`src/rtl/alu_sequencer_pkg.sv`:
```
// Shared definitions for the ALU sequencer: ALU opcodes, command and state encodings.
package alu_sequencer_pkg;

    typedef logic [3:0] alu_op_t;

    // Opcodes understood by the 8-bit combinational ALU
    localparam alu_op_t kCLEAR      = 4'h0;
    localparam alu_op_t kADD        = 4'h1;
    localparam alu_op_t kSUB        = 4'h2;
    localparam alu_op_t kA_IS_ZERO  = 4'h3;
    localparam alu_op_t kSHIFT_LEFT = 4'h4;
    localparam alu_op_t kDEC_A      = 4'h5;

    typedef enum logic [1:0] {
        CMD_ADD  = 2'd0,
        CMD_SUB  = 2'd1,
        CMD_MUL  = 2'd2,
        CMD_SHLN = 2'd3
    } seq_cmd_e;

    typedef enum logic [2:0] {
        ST_IDLE = 3'd0,
        ST_EXEC = 3'd1,
        ST_TEST = 3'd2,
        ST_BODY = 3'd3,
        ST_DEC  = 3'd4,
        ST_DONE = 3'd5
    } seq_state_e;

endpackage

```
`src/rtl/alu_seq_ovf.sv`:
```
// Overflow detector: flags the cycle in which the current ALU op wraps
// or shifts a set bit out. The top keeps the sticky copy.
module alu_seq_ovf
    import alu_sequencer_pkg::*;
#(
    parameter int DATA_W = 8
) (
    input  seq_state_e        state_i,
    input  seq_cmd_e          cmd_i,
    input  logic [DATA_W-1:0] a_i,
    input  logic [DATA_W-1:0] b_i,
    input  logic [DATA_W-1:0] acc_i,
    input  logic [DATA_W-1:0] alu_out_i,
    output logic              set_o
);

    // Only EXEC and BODY issue arithmetic that can overflow
    always_comb begin
        set_o = 1'b0;
        if (state_i == ST_EXEC) begin
            if (cmd_i == CMD_SUB) set_o = (a_i < b_i);
            else                  set_o = (alu_out_i < a_i);
        end else if (state_i == ST_BODY) begin
            if (cmd_i == CMD_SHLN) set_o = acc_i[DATA_W-1];
            else                   set_o = (alu_out_i < acc_i);
        end
    end

endmodule

```
`src/rtl/alu_sequencer.sv`:
```
// Multi-cycle ALU sequencer: runs ADD/SUB/MUL/SHLN macro commands on an
// external combinational ALU, looping on the ALU zero-test.
// Optional overflow flag enabled by defining ALU_SEQ_OVF_EN.
module alu_sequencer
    import alu_sequencer_pkg::*;
#(
    parameter int DATA_W = 8,
    parameter int CMD_W  = 2
) (
    input  logic              clk,
    input  logic              rst_n,
    input  logic              cmd_valid,
    output logic              cmd_ready,
    input  logic [CMD_W-1:0]  cmd_op,
    input  logic [DATA_W-1:0] cmd_a,
    input  logic [DATA_W-1:0] cmd_b,
    output logic              res_valid,
    input  logic              res_ready,
    output logic [DATA_W-1:0] res_data,
    output logic              res_ovf,
    output logic [3:0]        alu_op,
    output logic [DATA_W-1:0] alu_a,
    output logic [DATA_W-1:0] alu_b,
    input  logic [DATA_W-1:0] alu_out,
    input  logic              alu_carry
);

    seq_state_e        state_q;
    seq_cmd_e          op_q;
    logic [DATA_W-1:0] a_q, b_q, acc_q, cnt_q, mcand_q, res_q;
    seq_cmd_e          cmd_in;
    logic              accept;

    assign cmd_in    = seq_cmd_e'(cmd_op[1:0]);
    assign cmd_ready = (state_q == ST_IDLE);
    assign accept    = cmd_valid && cmd_ready;
    assign res_valid = (state_q == ST_DONE);
    assign res_data  = res_q;

    // Control FSM: command latch, loop counter, accumulator and result register
    always_ff @(posedge clk) begin
        if (!rst_n) begin
            state_q <= ST_IDLE;
            op_q    <= CMD_ADD;
            a_q     <= '0;
            b_q     <= '0;
            acc_q   <= '0;
            cnt_q   <= '0;
            mcand_q <= '0;
            res_q   <= '0;
        end else begin
            case (state_q)
                ST_IDLE: begin
                    if (cmd_valid) begin
                        op_q <= cmd_in;
                        case (cmd_in)
                            CMD_MUL: begin
                                mcand_q <= cmd_a;
                                acc_q   <= '0;
                                cnt_q   <= cmd_b;
                                state_q <= ST_TEST;
                            end
                            CMD_SHLN: begin
                                acc_q   <= cmd_a;
                                cnt_q   <= cmd_b;
                                state_q <= ST_TEST;
                            end
                            default: begin
                                a_q     <= cmd_a;
                                b_q     <= cmd_b;
                                state_q <= ST_EXEC;
                            end
                        endcase
                    end
                end
                ST_EXEC: begin
                    res_q   <= alu_out;
                    state_q <= ST_DONE;
                end
                ST_TEST: begin
                    if (alu_carry) begin
                        res_q   <= acc_q;
                        state_q <= ST_DONE;
                    end else begin
                        state_q <= ST_BODY;
                    end
                end
                ST_BODY: begin
                    acc_q   <= alu_out;
                    state_q <= ST_DEC;
                end
                ST_DEC: begin
                    cnt_q   <= alu_out;
                    state_q <= ST_TEST;
                end
                ST_DONE: begin
                    if (res_ready) state_q <= ST_IDLE;
                end
                default: state_q <= ST_IDLE;
            endcase
        end
    end

    // ALU drive decoded from state; idle/done park the ALU on kCLEAR
    always_comb begin
        alu_op = kCLEAR;
        alu_a  = '0;
        alu_b  = '0;
        case (state_q)
            ST_EXEC: begin
                alu_op = (op_q == CMD_SUB) ? kSUB : kADD;
                alu_a  = a_q;
                alu_b  = b_q;
            end
            ST_TEST: begin
                alu_op = kA_IS_ZERO;
                alu_a  = cnt_q;
            end
            ST_BODY: begin
                if (op_q == CMD_SHLN) begin
                    alu_op = kSHIFT_LEFT;
                    alu_a  = acc_q;
                end else begin
                    alu_op = kADD;
                    alu_a  = acc_q;
                    alu_b  = mcand_q;
                end
            end
            ST_DEC: begin
                alu_op = kDEC_A;
                alu_a  = cnt_q;
            end
            default: ;
        endcase
    end

`ifdef ALU_SEQ_OVF_EN
    logic ovf_set;
    logic ovf_q;

    alu_seq_ovf #(.DATA_W(DATA_W)) u_ovf (
        .state_i   (state_q),
        .cmd_i     (op_q),
        .a_i       (a_q),
        .b_i       (b_q),
        .acc_i     (acc_q),
        .alu_out_i (alu_out),
        .set_o     (ovf_set)
    );

    // Sticky overflow: cleared on accept, accumulates over the command
    always_ff @(posedge clk) begin
        if (!rst_n)       ovf_q <= 1'b0;
        else if (accept)  ovf_q <= 1'b0;
        else if (ovf_set) ovf_q <= 1'b1;
    end

    assign res_ovf = ovf_q;
`else
    assign res_ovf = 1'b0;
`endif

endmodule
```
`config.mk`:
```
export PLATFORM = sky130hd
export DESIGN_NAME = alu_sequencer
export DESIGN_NICKNAME = d
export VERILOG_FILES = /design/src/rtl/alu_sequencer_pkg.sv /design/src/rtl/alu_seq_ovf.sv /design/src/rtl/alu_sequencer.sv
export SDC_FILE = /design/constraint.sdc
export NUM_CORES = 1
export LEC_CHECK = 0
export CAP_MARGIN = 20
export CELL_PAD_IN_SITES_DETAIL_PLACEMENT = 1
export CELL_PAD_IN_SITES_GLOBAL_PLACEMENT = 2
export CORE_ASPECT_RATIO = 1.25
export CORE_UTILIZATION = 31
export CTS_CLUSTER_DIAMETER = 50
export CTS_CLUSTER_SIZE = 30
export DETAILED_ROUTE_END_ITERATION = 7
export PLACE_DENSITY_LB_ADDON = 0.1
export SYNTH_ARGS = -nofsm -noshare
export SYNTH_HDL_FRONTEND = slang
export SYNTH_SLANG_ARGS = --single-unit
export TNS_END_PERCENT = 10
```
`constraint.sdc`:
```
create_clock -name clk -period 3.05 [get_ports clk]
set_input_delay 0.61 -clock clk [delete_from_list [all_inputs] [get_ports clk]]
set_output_delay 0.61 -clock clk [all_outputs]
set_load 0.03 [all_outputs]
```
# Word level (Yosys, flattened, before mapping)
# Cells that the tools add are included.
dict set report classes {
  n_eq_ne 14
  reduce_logical 13
  mux 19
  bitwise 1
}
# cell count
set ops {}
lappend ops {{$pmux 8 s2} 5}
lappend ops {{$mux 8} 5}
lappend ops {{$pmux 8 s3} 1}
lappend ops {{$pmux 3 s6} 1}
lappend ops {{$mux 3} 4}
lappend ops {{$pmux 3 s4} 1}
lappend ops {{$reduce_and 3->1} 4}
lappend ops {{$eq 2x2->1 const B} 3}
lappend ops {{$eq 3x2->1 const B} 2}
lappend ops {{$eq 3x3->1 const B} 2}
lappend ops {{$ne 2x2->1 const B} 3}
lappend ops {{$reduce_and 2->1} 3}
lappend ops {{$reduce_bool 2->1} 3}
lappend ops {{$mux 2} 2}
lappend ops {{$reduce_or 2->1} 2}
lappend ops {{$eq 3x1->1 const B} 1}
lappend ops {{$logic_not 3->1} 1}
lappend ops {{$ne 3x1->1 const B} 1}
lappend ops {{$eq 2x1->1 const B} 1}
lappend ops {{$ne 2x1->1 const B} 1}
lappend ops {{$not 1->1} 1}
dict set report word_totals {
  regBits 53
  out_inout_bits 31
}

# Depth between registers and ports, before layout
# Gate-level depths: netlist of run 1.
dict set report logic_depth {
  word_depth 5
  depth_mapped 6
  depth_no_buf 3
}

# Least setup slack after synthesis of run 1
# No wires, ideal clock.
dict set report synth_path {
  kind {flip-flop to output port}
  start {register state_q[1]}
  end {output port alu_op[2]}
  path_slack_ps 797
  required_time_ps 2440
  arrival_ps 1643
  path_stages_with_launch 5
  cell_sequence {dfxtp_1 -> buf_4 -> buf_2 -> nand4_1 -> o21ai_0}
}
dict set report synth_via {
  elab_chain_cells 2
  elab_cells_between_ends 5
}
# item line_no
set synth_rtl {}
lappend synth_rtl {{start, declared} alu_sequencer.sv:28} ;# seq_state_e state_q;
lappend synth_rtl {{start signal, assigned} alu_sequencer.sv:43} ;# state_q <= ST_IDLE;
lappend synth_rtl {{start signal, assigned} alu_sequencer.sv:61} ;# state_q <= ST_TEST;
lappend synth_rtl {{start signal, assigned} alu_sequencer.sv:66} ;# state_q <= ST_TEST;
lappend synth_rtl {{$eq 3x3->1, or another cell as far along} alu_sequencer.sv:109} ;# case (state_q)
lappend synth_rtl {{$pmux 3 s4 *} alu_sequencer.sv:109}
lappend synth_rtl {{end, declared} alu_sequencer.sv:21} ;# output logic [3:0] alu_op,
# Every way passes the cells marked *; elsewhere a longest branch is shown, timed or not.

# Worst setup path after layout of run 1
dict set report layout_path {
  start {register state_q[0]}
  end {output port alu_a[5]}
}
dict set report layout_via {
  elab_chain_cells 3
  elab_cells_between_ends 6
}
# item line_no
set layout_rtl {}
lappend layout_rtl {{$eq 3x3->1 / $eq 3x2->1 (equally long branches)} alu_sequencer.sv:109}
lappend layout_rtl {{$reduce_or 2->1 (no line)} n/a}
lappend layout_rtl {{$pmux 8 s3 *} alu_sequencer.sv:109}
lappend layout_rtl {{end, declared} alu_sequencer.sv:22} ;# output logic [DATA_W-1:0] alu_a,
# Marks and branches as above.

==> run_results.csv, run 1 <==
group,metric,value,unit
outcome,status,"finished, violations left",
outcome,violations,"design-rule violations",
timing,finalClockSkew,0.00457,ns
global_routing,first_global_vias,2573,
timing,slew-limit-headroom,57.3,%
logic_synthesis,avg_inst_size_synth,8.60,um^2
timing,max_slew_violation_count,0,
power_and_ir_drop,leakage_power_total,1.13,nW
logic_synthesis,synthAdderAreaFrac,0,%
logic_synthesis,number_of_storage_elements_in_the_synthesis_netlist,53,
power_and_ir_drop,power_density,537,nW/um^2
timing,finalHoldViolations,0,
logic_synthesis,synth-xor-area-share,0.334,%
timing,final.min_clock_period,2.80,ns
floorplan,fp.dieH,105,um
routing,routedLengthMet1,4.10,mm
placement,placement.cell_area,3290,um^2
power_and_ir_drop,internal-power,1.18,mW
routing,drt_first_iter_violations,88,
timing,timing.fmax,357,MHz
cts,path_clk_slew,0.09,ns
routing,drt-total-wl,8.41,mm
logic_synthesis,synth_cell_type_count,40,
logic_synthesis,ys_dominant_reg_cell,"dfxtp_1",
cts,clk_path_buf_depth,2,
power_and_ir_drop,pwr-share-clk,22.6,%
power_and_ir_drop,p_sw,632,uW
logic_synthesis,dominant_combinational_cell_family_by_area_after_synthesis,"compound AO/OA/AOI/OAI gates",
routing,drt-wirelength-per-cell,18.7,um
timing,finalWorstSetupSlack,0.246,ns
cts,clock-sinks,53,
logic_synthesis,synth_area,2620,um^2
logic_synthesis,synth_top_cells_by_area,"dfxtp_1 40%, a21oi_1 8.4%, mux2i_1 6.1%",
placement,dpl.cell_count,443,
cts,cts.hold.buffers_added,0,
logic_synthesis,area_fraction_in_compound_gates_after_synthesis,31.9,%
cts,cts_resized,0,
global_routing,grt_first_pass_wirelength,13.7,mm
worst_setup_path,worstSetupEndpointType,"output pin",
timing,worst_pin_slew,0.640,ns
floorplan,row_count,37,
floorplan,die_area,8830,um^2
run,cap_violations,0,
logic_synthesis,yosysMostFrequentCell,"dfxtp_1",
routing,drc,6,
worst_setup_path,timing.critical_path.fanout_max,15,
routing,router_iterations_before_antenna_repair,6,
cts,clockRootBuffer,"clkbuf_8",
hold_path,holdCritPathClass,"flip-flop to flip-flop",
routing,met3_wirelength,209,um
timing,grt_setup_unrepaired,"false",
logic_synthesis,synth-simple-area-share,12.8,%
logic_synthesis,yosysWarnings,0,
final_layout,final_cell_area,3380,um^2
cts,clkLatencyLatePin,0.31,ns
final_layout,nFillCells,971,
final_layout,diodes,0,
worst_setup_path,cp-start-kind,"flip-flop",
logic_synthesis,synthMuxAreaShare,6.54,%
timing,total_negative_slack_for_setup_checks,0,ns
logic_synthesis,synth_area_leader_cell,"dfxtp_1",
power_and_ir_drop,swShare,34.9,%
placement,place_worst_setup_slack,0.520,ns
power_and_ir_drop,fraction_of_power_consumed_by_sequential_logic,44.4,%
final_layout,finish.cell_count_without_fillers,450,
timing,finalSetupViolations,0,
final_layout,post_route_cells_drive_above_1_share,9.35,%
global_routing,grt_start_max_net_pins,42,
timing,period_share,91.9,%
worst_setup_path,critPathRequiredTime,2.44,ns
placement,detailedPlacementHpwl,6.16,mm
logic_synthesis,async_reset_ff_share,0,%
routing,routed.top_layer,"met4",
placement,final_wtd_congestion,0.754,
final_layout,finish.net_count,384,
floorplan,design.portCount,62,
floorplan,die_w,84.3,um
cts,htree_levels,2,
global_routing,antenna_found_initial,0,
floorplan,initial_utilization,31.8,%
logic_synthesis,netlist_instances,305,
final_layout,areaGrowthSynthToFinish,28.7,%
worst_setup_path,arrival,2.19,ns
logic_synthesis,ys_top_cells_by_count,"53 x dfxtp_1, 44 x a21oi_1, 28 x nand3_1",
floorplan,fp.coreArea,8240,um^2
cts,post_cts_setup_bufs,0,
cts,tritoncts,"built",
global_routing,grt_overflow,0,
worst_setup_path,timing.setup.critical_path_class,"flip-flop to output pin",
logic_synthesis,sequential_element_share_of_the_synthesized_area,40.5,%
routing,vias_per_cell,5.45,
cts,number_of_cts_inserted_buffers,5,
placement,placement.io_buffers,59,
global_routing,grt_use_total,19.8,%
routing,drt.antenna.violating_nets,0,
logic_synthesis,synth_enable_flop_cells,0,
power_and_ir_drop,peakVddDrop,0.000185,V
logic_synthesis,synth_top_area_share,40.5,%
routing,met2RoutedLength,4.02,mm
final_layout,finish.utilization,41.0,%
routing,vias,2454,
power_and_ir_drop,share_comb_of_total_power,33.1,%
[area by class of cell]
type                            instances  area (um^2)  share of cell area (%)
Clock buffer                            7         86.3                    2.56
Inverter                               12         45.0                    1.33
Multi-Input combinational cell        209         1370                    40.5
Sequential cell                        53         1060                    31.4
Tap cell                               97          121                    3.60
Timing Repair Buffer                   72          693                    20.5
[cell families after synthesis]
| kind of cell | count (synthesis) |
|---|---|
| simple gates | 62 |
| compound gates | 127 |
| xor+xnor | 1 |
| buf+inv | 44 |
| mux | 17 |
| other cells | 1 |
| flops | 53 |
[stage by stage]
stage | hold slack, ns | power, mW
after floorplan | 0.449 | 1.19
after global placement | 0.433 | 1.42
after detailed placement | 0.437 | 1.42
after CTS | 0.451 | 1.83
after global routing | 0.481 | 1.91
final | 0.447 | 1.81
[flip-flops by register name, summed over array words and instances, names as in the netlist]
| register | flops |
|---|---|
| res_data | 8 |
| state_q | 3 |
| op_q | 2 |
| mcand_q | 8 |
| acc_q | 8 |
| b_q | 8 |
| a_q | 8 |
| cnt_q | 8 |
[critical path, stage by stage, from the launching register on]
cell,delay [ns]
dfxtp_1,0.63
nand2b_1,0.33
o2bb2ai_1,0.24
clkdlybuf4s50_1,0.69
[cells in the final DEF, fill, tap and decap left out, types with 2 or more instances in the layout]
cell and n:
o21ai_0 27, inv_1 10, o221ai_1 7, a21oi_1 44
nand3_1 28, a221oi_1 3, conb_1 2, a22o_1 12
buf_4 19, o2bb2ai_1 15, clkdlybuf4s50_1 51, buf_12 2
mux2i_1 16, nor2b_1 2, a21o_1 2, a211oi_1 8
nor2_1 8, nor3_1 3, dfxtp_1 53, clkinv_1 2
a32oi_1 4, and2_1 2, nand2_1 8, clkbuf_8 6
nand2b_1 4
[power by group through the flow]
stage / clock (mW) / sequential (mW) / combinational [mW]
after floorplan: 0 / 0.839 / 0.356
after global placement: 0 / 0.818 / 0.600
after detailed placement: 0 / 0.821 / 0.603
after CTS: 0.422 / 0.805 / 0.605
after global routing: 0.445 / 0.813 / 0.650
final: 0.409 / 0.805 / 0.600
[per-layer routing]
metal / GRT usage (%) / vias up
li1: - / 1220
met1: 27.0 / 1182
met2: 33.0 / 47
met3: 2.84 / 5
met4: 4.43 / 0
met5: 0 / -
[worst paths after layout]
| check | cells after the start | slack [ns] | start | end |
|---|---|---|---|---|
| max | 3 | 0.25 | state_q[0]$_SDFFE_PN0P_ | alu_a[5] |
| min | 2 | 0.45 | res_data[0]$_SDFFE_PN0P_ | res_data[0]$_SDFFE_PN0P_ |
| max reg2reg | 5 | 1.03 | state_q[0]$_SDFFE_PN0P_ | acc_q[0]$_SDFFE_PN0P_ |
| min reg2reg | 2 | 0.45 | res_data[0]$_SDFFE_PN0P_ | res_data[0]$_SDFFE_PN0P_ |
Note: power is estimated with default switching activity, not from simulation.
==> run 2: changes to the inputs <==
--- a/config.mk
+++ b/config.mk
@@ -9,11 +9,12 @@
 export CELL_PAD_IN_SITES_DETAIL_PLACEMENT = 1
 export CELL_PAD_IN_SITES_GLOBAL_PLACEMENT = 2
 export CORE_ASPECT_RATIO = 1.25
-export CORE_UTILIZATION = 31
+export CORE_UTILIZATION = 32
+export CTS_BUF_LIST = sky130_fd_sc_hd__clkbuf_2 sky130_fd_sc_hd__clkbuf_4 sky130_fd_sc_hd__clkbuf_8
 export CTS_CLUSTER_DIAMETER = 50
 export CTS_CLUSTER_SIZE = 30
 export DETAILED_ROUTE_END_ITERATION = 7
-export PLACE_DENSITY_LB_ADDON = 0.1
+export PLACE_DENSITY = 0.86
 export SYNTH_ARGS = -nofsm -noshare
 export SYNTH_HDL_FRONTEND = slang
 export SYNTH_SLANG_ARGS = --single-unit
==> run 2 against run 1 <==
Against the previous run:
- the run now ends clean
- global-route usage up 0.17 points
- worst setup slack worse by 0.070 ns
- critical endpoint unchanged
- largest power group unchanged
- non-clock buffer count up 2
- sequential cell count unchanged
- critical path type unchanged
- die area down 3.1%
- critical path depth up 1
==> run_results.csv, run 2 (synthesized netlist as in run 1, its figures left out) <==
group,metric,value,unit
outcome,status,"finished, final reports clean",
floorplan,initial_utilization,33.3,%
global_routing,grt_overflow,0,
global_routing,grt_use_total,20.0,%
routing,router_iterations_before_antenna_repair,4,
timing,timing.fmax,348,MHz
worst_setup_path,cp-start-kind,"flip-flop",
cts,path_clk_slew,0.10,ns
cts,clkLatencyLatePin,0.31,ns
final_layout,areaGrowthSynthToFinish,29.8,%
cts,clk_path_buf_depth,2,
worst_setup_path,arrival,2.26,ns
floorplan,row_count,36,
timing,worst_hold_slack_after_final_layout,0.455,ns
cts,cts_resized,0,
run,cap_violations,0,
power_and_ir_drop,share_comb_of_total_power,31.6,%
placement,final_wtd_congestion,0.745,
timing,finalWorstSetupSlack,0.176,ns
cts,cts.hold.buffers_added,0,
power_and_ir_drop,peakVddDrop,0.000241,V
cts,post_cts_setup_bufs,0,
power_and_ir_drop,p_sw,653,uW
placement,placement.io_buffers,59,
placement,place_worst_setup_slack,0.478,ns
power_and_ir_drop,pwr-share-clk,26.3,%
floorplan,fp.dieH,103,um
timing,finalHoldViolations,0,
power_and_ir_drop,internal-power,1.26,mW
power_and_ir_drop,leakage_power_total,1.15,nW
timing,total_negative_slack_for_setup_checks,0,ns
power_and_ir_drop,fraction_of_power_consumed_by_sequential_logic,42.1,%
timing,max_slew_violation_count,0,
routing,drt-total-wl,8.33,mm
power_and_ir_drop,swShare,34.2,%
routing,drt_first_iter_violations,168,
cts,clockRootBuffer,"clkbuf_8",
cts,number_of_cts_inserted_buffers,5,
routing,vias_per_cell,5.55,
final_layout,layout.cells.most_common,"dfxtp_1",
timing,grt_setup_unrepaired,"false",
final_layout,diodes,0,
placement,detailedPlacementHpwl,6.06,mm
routing,drt.antenna.violating_nets,0,
worst_setup_path,worstSetupEndpointType,"output pin",
routing,drt-wirelength-per-cell,18.5,um
power_and_ir_drop,power_density,562,nW/um^2
global_routing,antenna_found_initial,0,
timing,final.min_clock_period,2.87,ns
cts,htree_levels,2,
hold_path,holdCritPathClass,"flip-flop to flip-flop",
final_layout,layout_common_cells,"53 x dfxtp_1, 51 x clkdlybuf4s50_1, 44 x a21oi_1",
timing,slew-limit-headroom,56.5,%
global_routing,grt_start_max_net_pins,42,
global_routing,grt_first_pass_wirelength,13.4,mm
floorplan,fp.coreArea,7880,um^2
cts,tritoncts,"built",
timing,period_share,94.2,%
final_layout,post_route_cells_drive_above_1_share,10.4,%
routing,drc,0,
timing,finalSetupViolations,0,
worst_setup_path,critPathRequiredTime,2.44,ns
final_layout,finish.cell_count_without_fillers,451,
routing,vias,2504,
power_and_ir_drop,totalPowerFinal,1.91,mW
placement,dpl.cell_count,443,
floorplan,design.portCount,62,
floorplan,die_area,8560,um^2
final_layout,finish.net_count,386,
floorplan,die_w,83.0,um
timing,worst_pin_slew,0.652,ns
worst_setup_path,timing.setup.critical_path_class,"flip-flop to output pin",
cts,clock-sinks,53,
worst_setup_path,timing.critical_path.fanout_max,13,
global_routing,first_global_vias,2525,
timing,finalClockSkew,0.00490,ns
==> run 2: cell types whose count changed in the layout (fill, tap and decap cells not counted) <==
cell | before | now
bufinv_16 | 0 | 1
clkinv_4 | 0 | 1
clkbuf_8 | 6 | 5
clkbuf_4 | 0 | 1
buf_12 | 2 | 1
clkbuf_1 | 1 | 0
buf_4 | 19 | 22
==> run 2: final timing paths <==
kind | from | end | slack [ns] | depth (start not counted)
setup / recovery | state_q[1]$_SDFFE_PN0P_ | alu_a[5] | 0.18 | 4
hold / removal | res_data[2]$_SDFFE_PN0P_ | res_data[2]$_SDFFE_PN0P_ | 0.45 | 2
setup reg to reg | state_q[2]$_SDFFE_PN0P_ | acc_q[6]$_SDFFE_PN0P_ | 1.06 | 5
hold reg to reg | res_data[2]$_SDFFE_PN0P_ | res_data[2]$_SDFFE_PN0P_ | 0.45 | 2
==> run 2: metrics by stage <==
step	util, %	instance area [um^2]
5_1_grt	43.2	3400
3_5_place_dp	41.7	3290
3_3_place_gp	41.7	3290
4_1_cts	43.2	3400
2_1_floorplan	-	2630
6_report	43.2	3400
==> run 2: worst max-delay path, cell delays in order (launching register included) <==
cell and delay [ns]:
dfxtp_1 0.59, xnor2_1 0.11, nor2_1 0.38, o2bb2ai_1 0.17, clkdlybuf4s50_1 0.70
==> run 2: power groups by stage <==
stage          clock (mW)  combinational [mW]  sequential, mW
3_5_place_dp            0               0.605           0.821
4_1_cts             0.513               0.607           0.805
2_1_floorplan           0               0.356           0.839
3_3_place_gp            0               0.600           0.818
6_report            0.503               0.604           0.805
5_1_grt             0.535               0.653           0.814
==> run 2: final cells by class <==
type	instances	area (um^2)
fill	916	4480
multi-input combinational	209	1370
sequential	53	1060
timing repair buffer	74	696
tap	95	119
clock buffer	6	76.3
inverter	12	45.0
clock inverter	2	38.8
==> run 2: per-layer routing <==
layer	track usage [%]	part of all wire, %
met1	27.0	47
met4	5.04	1.1
met5	0	0
met2	33.4	47
met3	3.25	4.3
